## config.mk

```make
export PLATFORM = sky130hd
export DESIGN_NAME = pwr_cntr_bank
export DESIGN_NICKNAME = d
export VERILOG_FILES = /design/src/rtl/pwr_cntr_bank.sv
export SDC_FILE = /design/constraint.sdc
export NUM_CORES = 1
export LEC_CHECK = 0
export CAP_MARGIN = 10
export CORE_MARGIN = 2
export CORE_UTILIZATION = 33
export CTS_CLUSTER_DIAMETER = 30
export DETAILED_ROUTE_END_ITERATION = 6
export PLACE_DENSITY_LB_ADDON = 0.3
export SLEW_MARGIN = 10
export SYNTH_ARGS = -nofsm -noshare
export SYNTH_HDL_FRONTEND = slang
export SYNTH_SLANG_ARGS = --single-unit
```

## constraint.sdc

```tcl
create_clock -name clk -period 6.8 [get_ports clk]
set_input_delay 1.36 -clock clk [delete_from_list [all_inputs] [get_ports clk]]
set_output_delay 1.36 -clock clk [all_outputs]
set_load 0.005 [all_outputs]
```

## src/rtl/pwr_cntr_bank.sv

```systemverilog
// Per-channel weighted energy counter bank. Rising edges on mon add a
// programmable weight into saturating accumulators, with register access and a sequential clear sweep.
module pwr_cntr_bank #(
    parameter int NUM_CH = 4,
    parameter int CNT_W  = 32,
    parameter int WGT_W  = 8,
    parameter int ADDR_W = 4
) (
    input  logic              clk,
    input  logic              reset_L,
    input  logic [NUM_CH-1:0] mon,
    input  logic              enable,
    input  logic [ADDR_W-1:0] addr,
    input  logic              sel,
    input  logic              wr_en,
    input  logic [CNT_W-1:0]  wr_data,
    input  logic              rd_en,
    output logic [CNT_W-1:0]  rd_data,
    output logic              rd_valid,
    input  logic              clr_all,
    output logic              busy,
    output logic [NUM_CH-1:0] sat
);

    typedef enum logic {ST_IDLE, ST_CLEAR} state_t;

    localparam logic [ADDR_W-1:0] LAST_IDX = ADDR_W'(NUM_CH - 1);
    localparam logic [CNT_W:0]    MAX_EXT  = {1'b0, {CNT_W{1'b1}}};

    state_t             state_q, state_d;
    logic [ADDR_W-1:0]  clr_idx_q, clr_idx_d;
    logic [NUM_CH-1:0]  mon_q;
    logic [NUM_CH-1:0]  sat_q, sat_d;
    logic [CNT_W-1:0]   acc_q [NUM_CH];
    logic [CNT_W-1:0]   acc_d [NUM_CH];
    logic [WGT_W-1:0]   wgt_q [NUM_CH];
    logic [WGT_W-1:0]   wgt_d [NUM_CH];
    logic [CNT_W:0]     sum   [NUM_CH];
    logic [CNT_W-1:0]   rd_data_q, rd_data_d;
    logic               rd_valid_q;
    logic [NUM_CH-1:0]  evt;
    logic [NUM_CH-1:0]  addr_hit;
    logic               idle, clr_go, acc_wr, wgt_wr;

    assign evt    = mon & ~mon_q;
    assign idle   = (state_q == ST_IDLE);
    assign clr_go = idle & clr_all;
    // A clear request in IDLE wins over any same-cycle write.
    assign acc_wr = wr_en & ~sel & idle & ~clr_all;
    assign wgt_wr = wr_en & sel & ~clr_go;

    always_comb begin
        addr_hit = '0;
        for (int i = 0; i < NUM_CH; i++) begin
            addr_hit[i] = (addr == ADDR_W'(i));
        end
    end

    always_comb begin
        state_d   = state_q;
        clr_idx_d = clr_idx_q;
        case (state_q)
            ST_IDLE: begin
                if (clr_all) begin
                    state_d   = ST_CLEAR;
                    clr_idx_d = '0;
                end
            end
            ST_CLEAR: begin
                if (clr_idx_q == LAST_IDX) begin
                    state_d   = ST_IDLE;
                    clr_idx_d = '0;
                end else begin
                    clr_idx_d = clr_idx_q + ADDR_W'(1);
                end
            end
            default: state_d = ST_IDLE;
        endcase
    end

    always_comb begin
        for (int i = 0; i < NUM_CH; i++) begin
            sum[i] = {1'b0, acc_q[i]} + (CNT_W + 1)'(wgt_q[i]);
        end
    end

    always_comb begin
        sat_d = sat_q;
        for (int i = 0; i < NUM_CH; i++) begin
            acc_d[i] = acc_q[i];
            wgt_d[i] = wgt_q[i];
            if (idle && enable && evt[i]) begin
                if (sum[i] >= MAX_EXT) begin
                    acc_d[i] = '1;
                    sat_d[i] = 1'b1;
                end else begin
                    acc_d[i] = sum[i][CNT_W-1:0];
                end
            end
            if (acc_wr && addr_hit[i]) begin
                acc_d[i] = wr_data;
                sat_d[i] = 1'b0;
            end
            if (wgt_wr && addr_hit[i]) begin
                wgt_d[i] = wr_data[WGT_W-1:0];
            end
            if (!idle && clr_idx_q == ADDR_W'(i)) begin
                acc_d[i] = '0;
                sat_d[i] = 1'b0;
            end
        end
    end

    // Reads return pre-update contents; unmapped addresses read as zero.
    always_comb begin
        rd_data_d = rd_data_q;
        if (rd_en) begin
            rd_data_d = '0;
            for (int i = 0; i < NUM_CH; i++) begin
                if (addr_hit[i]) begin
                    rd_data_d = sel ? CNT_W'(wgt_q[i]) : acc_q[i];
                end
            end
        end
    end

    always_ff @(posedge clk or negedge reset_L) begin
        if (!reset_L) begin
            state_q    <= ST_IDLE;
            clr_idx_q  <= '0;
            mon_q      <= '0;
            sat_q      <= '0;
            rd_data_q  <= '0;
            rd_valid_q <= 1'b0;
            for (int i = 0; i < NUM_CH; i++) begin
                acc_q[i] <= '0;
                wgt_q[i] <= WGT_W'(1);
            end
        end else begin
            state_q    <= state_d;
            clr_idx_q  <= clr_idx_d;
            mon_q      <= mon;
            sat_q      <= sat_d;
            rd_data_q  <= rd_data_d;
            rd_valid_q <= rd_en;
            for (int i = 0; i < NUM_CH; i++) begin
                acc_q[i] <= acc_d[i];
                wgt_q[i] <= wgt_d[i];
            end
        end
    end

    assign busy     = (state_q == ST_CLEAR);
    assign sat      = sat_q;
    assign rd_data  = rd_data_q;
    assign rd_valid = rd_valid_q;

endmodule

```

### Yosys cells after proc, flatten, opt, wreduce, memory -nomap -nowiden

Cells that the tools add are included.

| word-level totals | value |
|---|---|
| flip-flop bits (word level) | 206 |
| output and inout bits | 38 |
| input bits | 47 |

| operators by class | value |
|---|---|
| bitwise gates (word level) | 12 |
| $add $sub $neg | 5 |
| eq/ne operators | 7 |
| magnitude comparators | 4 |
| reduce and logical (&&, ||, !) cells | 31 |
| multiplexer cells | 46 |

Operator list:

| operator | count |
|---|---|
| two-way mux 32 bit | 24 |
| adder 32 x 8 -> 33 bit | 4 |
| >= comparator 33 x 32 -> 1 bit (second input constant) | 4 |
| nonzero test 3 bit | 8 |
| two-way mux 1 bit | 18 |
| logical AND 1 bit | 17 |
| equality test 4 x 2 -> 1 bit (second input constant) | 4 |
| equality test 4 x 1 -> 1 bit (second input constant) | 2 |
| logical NOT 4 bit | 2 |
| two-way mux 4 bit | 2 |
| case mux 4 bit (2 select lines) | 1 |
| AND reduction 2 bit | 4 |
| AND 1 bit | 6 |
| adder 4 x 1 -> 4 bit (second input constant) | 1 |
| AND 4 bit | 1 |
| NOT 1 bit | 4 |
| NOT 4 bit | 1 |
| inequality test 2 bit (second input constant) | 1 |
| case mux 1 bit (2 select lines) | 1 |

### Logic depth before layout (Yosys ltp)

Gate-level depths: netlist of the first run.

| logic depth | value |
|---|---|
| depth in word-level cells | 7 |
| mapped depth | 15 |

### Worst setup path before layout of the first run

No wires, ideal clock.

| timing path | value |
|---|---|
| kind | input to register |
| start | input port addr[1] |
| end | register acc_q[64] (netlist name) |
| cell stages on the path | 10 |
| library setup time | 87 ps |
| slack | 3271 ps |
| data required time | 6713 ps |
| data arrival time | 3442 ps |
| path through | nor3_1 > clkbuf_1 > a32oi_1 > o31a_1 > a21oi_1 > buf_1 > clkbuf_1 > clkbuf_1 > o21ai_0 > a22oi_1 |

| between the ends | value |
|---|---|
| word-level cells in the longest chain between the ends | 4 |
| elaborated cells on any way between the ends | 5 |
| those cells by class | eq/ne (1); mux (2); reduce/logical (2) |

RTL lines:

| what | RTL line | source |
|---|---|---|
| start: declaration | 13 | `input logic [ADDR_W-1:0] addr,` |
| equality test 4 x 1 -> 1 bit (*) | 55 | `addr_hit[i] = (addr == ADDR_W'(i));` |
| logical AND 1 bit (*) | 100 | `if (acc_wr && addr_hit[i]) begin` |
| two-way mux 32 bit | 100 |  |
| two-way mux 32 bit | 107 | `if (!idle && clr_idx_q == ADDR_W'(i)) begin` |
| end signal: indexed assignment | 147 | `acc_q[i] <= acc_d[i];` |
| end: declaration | 34 | `logic [CNT_W-1:0] acc_q [NUM_CH];` |

Every way passes the cells marked *; elsewhere a longest branch is shown, timed or not.
A chain may end at the register's enable or synchronous reset.

### Final worst setup path of the first run

| timing path | value |
|---|---|
| start | register acc_q[97] (netlist name) |
| end | register acc_q[120] (netlist name) |

| between the ends | value |
|---|---|
| word-level cells in the longest chain between the ends | 6 |

RTL lines:

| what | RTL line | source |
|---|---|---|
| adder 32 x 8 -> 33 bit (*) | 83 | `sum[i] = {1'b0, acc_q[i]} + (CNT_W + 1)'(wgt_q[i]);` |
| >= comparator 33 x 32 -> 1 bit | 93 | `if (sum[i] >= MAX_EXT) begin` |
| two-way mux 32 bit (*) | 93 |  |
| two-way mux 32 bit (*) | 92 | `if (idle && enable && evt[i]) begin` |
| two-way mux 32 bit (*) | 100 |  |
| two-way mux 32 bit (*) | 107 |  |

Every way passes the cells marked *; elsewhere a longest branch is shown, timed or not. The select of a mux whose other input is x is not followed.

==> key figures, run 1 <==
Run status
  – Outcome: complete, no violations

Die
  – Die Ht: 217 um
  – Die area: 0.0469 mm^2
  – Starting Density: 33.6%
  – Core area: 0.0444 mm^2
  – Horiz. Die Dim: 217 um
  – I/O Pins: 85
  – Row count: 77

Power
  – Internal power: 4.06 mW
  – Lkg Pwr: 7.36 nW
  – Sw Share: 34.1%
  – Clock Power Share: 48.3%
  – P per Cell Area: 334 mW/mm^2
  – Gate power share: 26.4%
  – Seq pwr share: 25.3%
  – Max IR drop VDD: 214 uV
  – P_sw: 2.10 mW

STA
  – Slew @ Worst Pin: 1.17 ns
  – Final hold slack: 0.526 ns
  – Setup Total Neg Slack: 0 ns
  – Tmin final: 4.58 ns
  – Final setup violation count: 0
  – Max Freq: 218 MHz
  – Final Hold Vio Count: 0
  – Fin. max-slew vios: 0
  – Final period util: 67.3%
  – RSZ-0062 raised after global routing: false
  – Rel. slew slack: 21.7%
  – Final Skew: 0.0206 ns

GRT
  – GR Overflow Total: 0
  – Initial antenna violation count: 2
  – GRT Overall Usage: 24.3%
  – Largest net degree at the start of global routing: 88
  – First-pass GRT wire length: 88000 um
  – Number of global-route vias before repair: 14736

Critical path
  – Reg2reg path depth: 10
  – Worst Path Required: 7.25 ns
  – Critical-path top delay cell: nand4_1
  – CP max FO: 18
  – Kind of cell adding the most delay to the critical path: simple AND/OR/NAND/NOR gates
  – CP Launch Type: flip-flop
  – Cells along the critical path: ha_1 -> a211oi_1 -> nor2_1 -> o311a_1 -> nor2_1 -> nor2_1 -> xnor2_1 -> a2111oi_1 -> nand4_1 -> a41oi_1
  – Reg-to-reg endpoint: acc_q[120]
  – CP Data Arrival Time: 5.03 ns
  – Critical Path Most Common Cell: nor2_1
  – Crit Reg-Reg Startpoint: acc_q[97]
  – Crit Path Class: flip-flop to flip-flop
  – R2R Setup Slk: 2.22 ns
  – Worst setup startpoint: acc_q[97]
  – CP Depth: 10
  – Capture point of the worst path: acc_q[120]
  – Max incr delay on CP: 0.87 ns
  – CP endpoint kind: flip-flop
  – WP buf/inv: 0

Clocking
  – CTS tree: built
  – Htree depth: 3
  – Worst-Skew Late Latency: 0.57 ns
  – Sink Count: 206
  – Post-CTS Resized: 0
  – Clock Root Buffer: clkbuf_16
  – TritonCTS buffer count: 66
  – Worst-case clock buffer depth: 3
  – Postcts setup bufs: 0
  – Reg clk slew, reported paths: 0.04 ns
  – Hold buffers post-CTS: 0

Finish
  – Footprint of the multi-input gates: 0.00907 mm^2
  – Most common cell after layout, fill and taps aside: dfrtp_1
  – Nets: 1910
  – Post-Layout Inst Area: 0.0185 mm^2
  – Fin util: 41.6%
  – Share of layout cells above drive strength 1: 11.9%
  – Synth-to-Final Area Change: 23.8%
  – Most frequent cells in the layout: dfrtp_1 (202), o21ai_0 (192), nor2_1 (140), nand2_1 (130), a21oi_1 (120)
  – Post-route insts no fill: 2464
  – Register area: 0.00516 mm^2
  – Fill count: 4338
  – Antenna cells: 0

Route
  – DR vias/cell: 6.04
  – DR WL/cell: 23.6 um
  – 1st-pass router iterations: 6
  – DRT iter0 DRCs: 1268
  – DRT antenna net count: 0
  – Vias: 14892
  – Drc violations: 0
  – Detailed-route wire length: 58100 um

Placed design
  – Gpl congestion: 0.982
  – Post-Place Cells: 2347
  – Post-DP Area: 0.0163 mm^2
  – Port Buf Inserts: 84
  – Final HPWL DP: 42100 um

Worst hold path
  – Min-delay src: acc_q[71]
  – Hold Crit Class: flip-flop to flip-flop

Logic synthesis
  – Ys flop type: dfrtp_1
  – Synth top area share: 33.9%
  – YS warnings: 0
  – Dominant cell type by area after synthesis: dfrtp_1
  – Synth Instances: 1755
  – FFs w/ async S/R, synth: 100%
  – Synth top area cells: dfrtp_1 (34%), o21ai_0 (6.4%), a21oi_1 (4.1%)
  – Register area share after synthesis: 34.6%
  – Post-synth EDFFs: 0
  – Syn Area/Cell: 8.50 um^2
  – Post-Syn Nets: 1842
  – Synthesized cell area: 0.0149 mm^2
  – Distinct cells, synth: 81
  – Yosys reg bits: 206

Run
  – Max-Cap Viols: 0
-- worst min-delay path by stage --
stage	end	slack, ns	depth (start not counted)
after global placement	acc_q[3]	0.50	2
after detailed placement	acc_q[3]	0.51	2
after global routing	acc_q[71]	0.53	2
final	acc_q[71]	0.53	2
after floorplan	acc_q[0]	0.46	2
after CTS	acc_q[3]	0.52	2
-- per-layer routing --
| layer | wire, um | global-route usage, % | vias up |
|---|---|---|---|
| li1 | - | - | 6687 |
| met1 | 23800 | 31.9 | 7300 |
| met2 | 27200 | 39.3 | 762 |
| met3 | 5090 | 4.65 | 143 |
| met4 | 2090 | 10.3 | 0 |
| met5 | 0 | 0 | - |
-- worst min-delay path: cells and delay by family (launching register included) --
family          cells  cell delay (ns)
compound gates      1             0.06
flops               1             0.37
simple gates        1             0.05
-- kinds of logic after synthesis --
group           after synthesis  share of synthesized area (%)
mux                          96                           8.04
buf+inv                     178                           4.66
flops                       206                           34.6
compound gates              612                           26.4
fa+ha+maj                    40                           3.56
simple gates                562                           19.1
xor+xnor                     61                           3.58
-- through the flow --
step	setup WS (ns)	power [mW]
after global placement	1.82	3.12
after global routing	1.81	6.43
after detailed placement	1.77	3.16
after CTS	2.24	6.16
final	2.22	6.16
after floorplan	3.27	2.61
-- state kept, by name, indices dropped and copies added, names as in the netlist --
signal	cells
acc_q	128
rd_data	32
wgt_q	32
clr_idx_q	4
mon_q	4
sat	4
busy	1
rd_valid	1
-- final cells by class --
| class | instances | area share (%) |
|---|---|---|
| clock buffers | 89 | 10.3 |
| clock inverters | 28 | 1.57 |
| inverters | 67 | 1.36 |
| multi-input cells | 1371 | 49.2 |
| flip-flops and latches | 206 | 28.0 |
| well taps | 592 | 4.01 |
| repair buffers | 111 | 5.64 |
-- power by group through the flow --
stage	registers, mW	clock network, mW	logic (mW)
2_1_floorplan	1.48	0	1.13
3_3_place_gp	1.56	0	1.56
3_5_place_dp	1.57	0	1.60
4_1_cts	1.55	3.00	1.61
5_1_grt	1.57	3.09	1.77
6_report	1.56	2.97	1.63
-- cells in the mapped netlist, types with 7 or more instances --
library cell  number
dfrtp_1          202
o21ai_0          192
nor2_1           141
nand2_1          130
a21oi_1          122
clkbuf_1          93
inv_1             67
mux2i_1           50
nand3_1           50
and3_1            43
nor3_1            41
a22oi_1           38
ha_1              36
xnor2_1           32
a31oi_1           31
mux2_2            30
nand4_1           29
xor2_1            29
o22a_1            27
o22ai_1           25
nand2b_1          24
o21a_1            21
nor2b_1           20
a21o_1            17
mux4_2            16
o221ai_1          15
nor4_1            14
a21boi_0          13
o211ai_1          13
and2_1            11
or2_2             11
a211oi_1          10
o31a_1            10
buf_2              9
nor3b_1            9
o211a_1            8
or3_1              8
a221o_1            7
Note: power is estimated with default switching activity, not from simulation.
==> run 2, diff against run 1 <==
clock period = 4.35 ns   (was 6.8 ns; I/O delays follow)
==> run 2 against run 1 <==
Fmax rose by 21%. Flip-flop and latch count did not move. First-iteration DRC count fell by 5.9%. Hold slack worse by 0.17 ns. Critical path depth increased by 2. Combinational power up 59%. Sequential power rose by 55%. Non-clock buffer count increased by 23.
==> key figures, run 2 (same netlist as run 1, synthesis figures left out) <==
Run status
  – Outcome: complete, no violations

Placed design
  – Post-DP Area: 0.0164 mm^2
  – Port Buf Inserts: 84
  – Final HPWL DP: 42900 um
  – Gpl congestion: 0.994

Critical path
  – CP Launch Type: flip-flop
  – Kind of cell adding the most delay to the critical path: simple AND/OR/NAND/NOR gates
  – Worst Path Required: 4.84 ns
  – WP buf/inv: 2
  – Crit Path Class: flip-flop to flip-flop
  – Cells along the critical path: ha_1 -> inv_1 -> fa_1 -> nor2b_1 -> o31a_1 -> o21a_1 -> buf_4 -> xnor2_1 -> or4_1 -> nor4_4 -> nor3_1 -> o21ai_0
  – CP max FO: 8
  – Max incr delay on CP: 0.57 ns
  – CP endpoint kind: flip-flop
  – Critical-path top delay cell: or4_1
  – CP Data Arrival Time: 4.28 ns

Power
  – Max IR drop VDD: 318 uV
  – Overall power: 9.87 mW
  – Internal power: 6.62 mW
  – Seq pwr share: 24.6%
  – Sw Share: 33.0%
  – Gate power share: 26.2%
  – Lkg Pwr: 7.46 nW
  – P_sw: 3.25 mW
  – P per Cell Area: 528 mW/mm^2
  – Clock Power Share: 49.2%

Die
  – Row count: 77
  – Die Ht: 217 um
  – Starting Density: 33.6%
  – I/O Pins: 85
  – Die area: 0.0469 mm^2
  – Horiz. Die Dim: 217 um
  – Core area: 0.0444 mm^2

Finish
  – Most frequent cells in the layout: dfrtp_1 (202), o21ai_0 (192), nor2_1 (140), nand2_1 (130), a21oi_1 (120)
  – Most common cell after layout, fill and taps aside: dfrtp_1
  – Nets: 1927
  – Biggest register: acc_q
  – Max reg flops: 128
  – Share of layout cells above drive strength 1: 13.1%
  – Post-Layout Inst Area: 0.0187 mm^2
  – Antenna cells: 0
  – Synth-to-Final Area Change: 25.3%
  – Fin util: 42.1%

STA
  – Slew @ Worst Pin: 1.10 ns
  – Final Skew: 0.0142 ns
  – Fin. max-slew vios: 0
  – Rel. slew slack: 26.5%
  – Final period util: 87.2%
  – Final Hold Vio Count: 0
  – Final setup violation count: 0
  – Final hold slack: 0.351 ns
  – Max Freq: 264 MHz
  – RSZ-0062 raised after global routing: false
  – Tmin final: 3.79 ns
  – Setup Total Neg Slack: 0 ns

Route
  – DR vias/cell: 5.97
  – Drc violations: 0
  – Detailed-route wire length: 58500 um
  – 1st-pass router iterations: 6
  – DR WL/cell: 23.6 um
  – DRT antenna net count: 0
  – Vias: 14814
  – DRT iter0 DRCs: 1193

Clocking
  – TritonCTS buffer count: 60
  – Worst-Skew Late Latency: 0.59 ns
  – Reg clk slew, reported paths: 0.04 ns
  – Post-CTS Resized: 0
  – Htree depth: 2
  – Sink Count: 206
  – Postcts setup bufs: 0
  – Worst-case clock buffer depth: 3
  – CTS tree: built
  – Hold buffers post-CTS: 0
  – Clock Root Buffer: clkbuf_16

GRT
  – First-pass GRT wire length: 89500 um
  – GR Overflow Total: 0
  – Number of global-route vias before repair: 14662
  – Largest net degree at the start of global routing: 97
  – GRT Overall Usage: 24.7%
  – Initial antenna violation count: 1

Worst hold path
  – Hold Crit Class: input port to asynchronous set/reset pin

Run
  – Max-Cap Viols: 0
==> run 2: worst reg2reg max path, cell delays in order (launching register included) <==
cell	delay (ns)
dfstp_2	0.54
ha_1	0.17
inv_1	0.06
fa_1	0.39
nor2b_1	0.18
o31a_1	0.23
o21a_1	0.37
buf_4	0.20
xnor2_1	0.11
or4_1	0.57
nor4_4	0.57
nor3_1	0.10
o21ai_0	0.20
==> run 2: per-stage QoR <==
stage / setup WS [ns] / instances
4_1_cts: 0.556 / 2482
3_3_place_gp: 0.587 / 2370
5_1_grt: 0.280 / 2482
2_1_floorplan: 1.02 / 1755
3_5_place_dp: 0.452 / 2370
6_report: 0.558 / 2482
==> run 2: path summary, 6_finish.rpt <==
check,to,cells after the start,start,slack [ns]
max,acc_q[14],12,wgt_q[0],0.56
min,acc_q[110],1,reset_L,0.35
max reg2reg,acc_q[14],12,wgt_q[0],0.56
min reg2reg,acc_q[4],2,acc_q[4],0.51
max in group asynchronous,wgt_q[8],2,reset_L,3.02
min in group clk,acc_q[4],2,acc_q[4],0.51
==> run 2: layout make-up <==
| class | instances | area, um^2 |
|---|---|---|
| tap | 592 | 741 |
| timing repair buffer | 134 | 1210 |
| multi-input combinational | 1371 | 9070 |
| inverter | 67 | 251 |
| sequential | 206 | 5160 |
| fill | 4317 | 25700 |
| clock inverter | 40 | 592 |
| clock buffer | 72 | 1660 |
==> run 2: power groups by stage <==
stage | clock network (mW) | registers (mW) | logic, mW
floorplan | 0 | 2.32 | 1.77
global placement | 0 | 2.44 | 2.51
detailed placement | 0 | 2.44 | 2.56
CTS | 4.91 | 2.42 | 2.57
global route | 5.00 | 2.46 | 2.84
finish | 4.86 | 2.42 | 2.59
==> run 2: per-layer routing <==
metal	routed length, um	vias up	global-route usage [%]
li1	-	6732	-
met1	24000	7315	32.4
met2	27900	639	40.7
met3	4580	126	4.00
met4	2000	2	9.45
met5	11	-	0
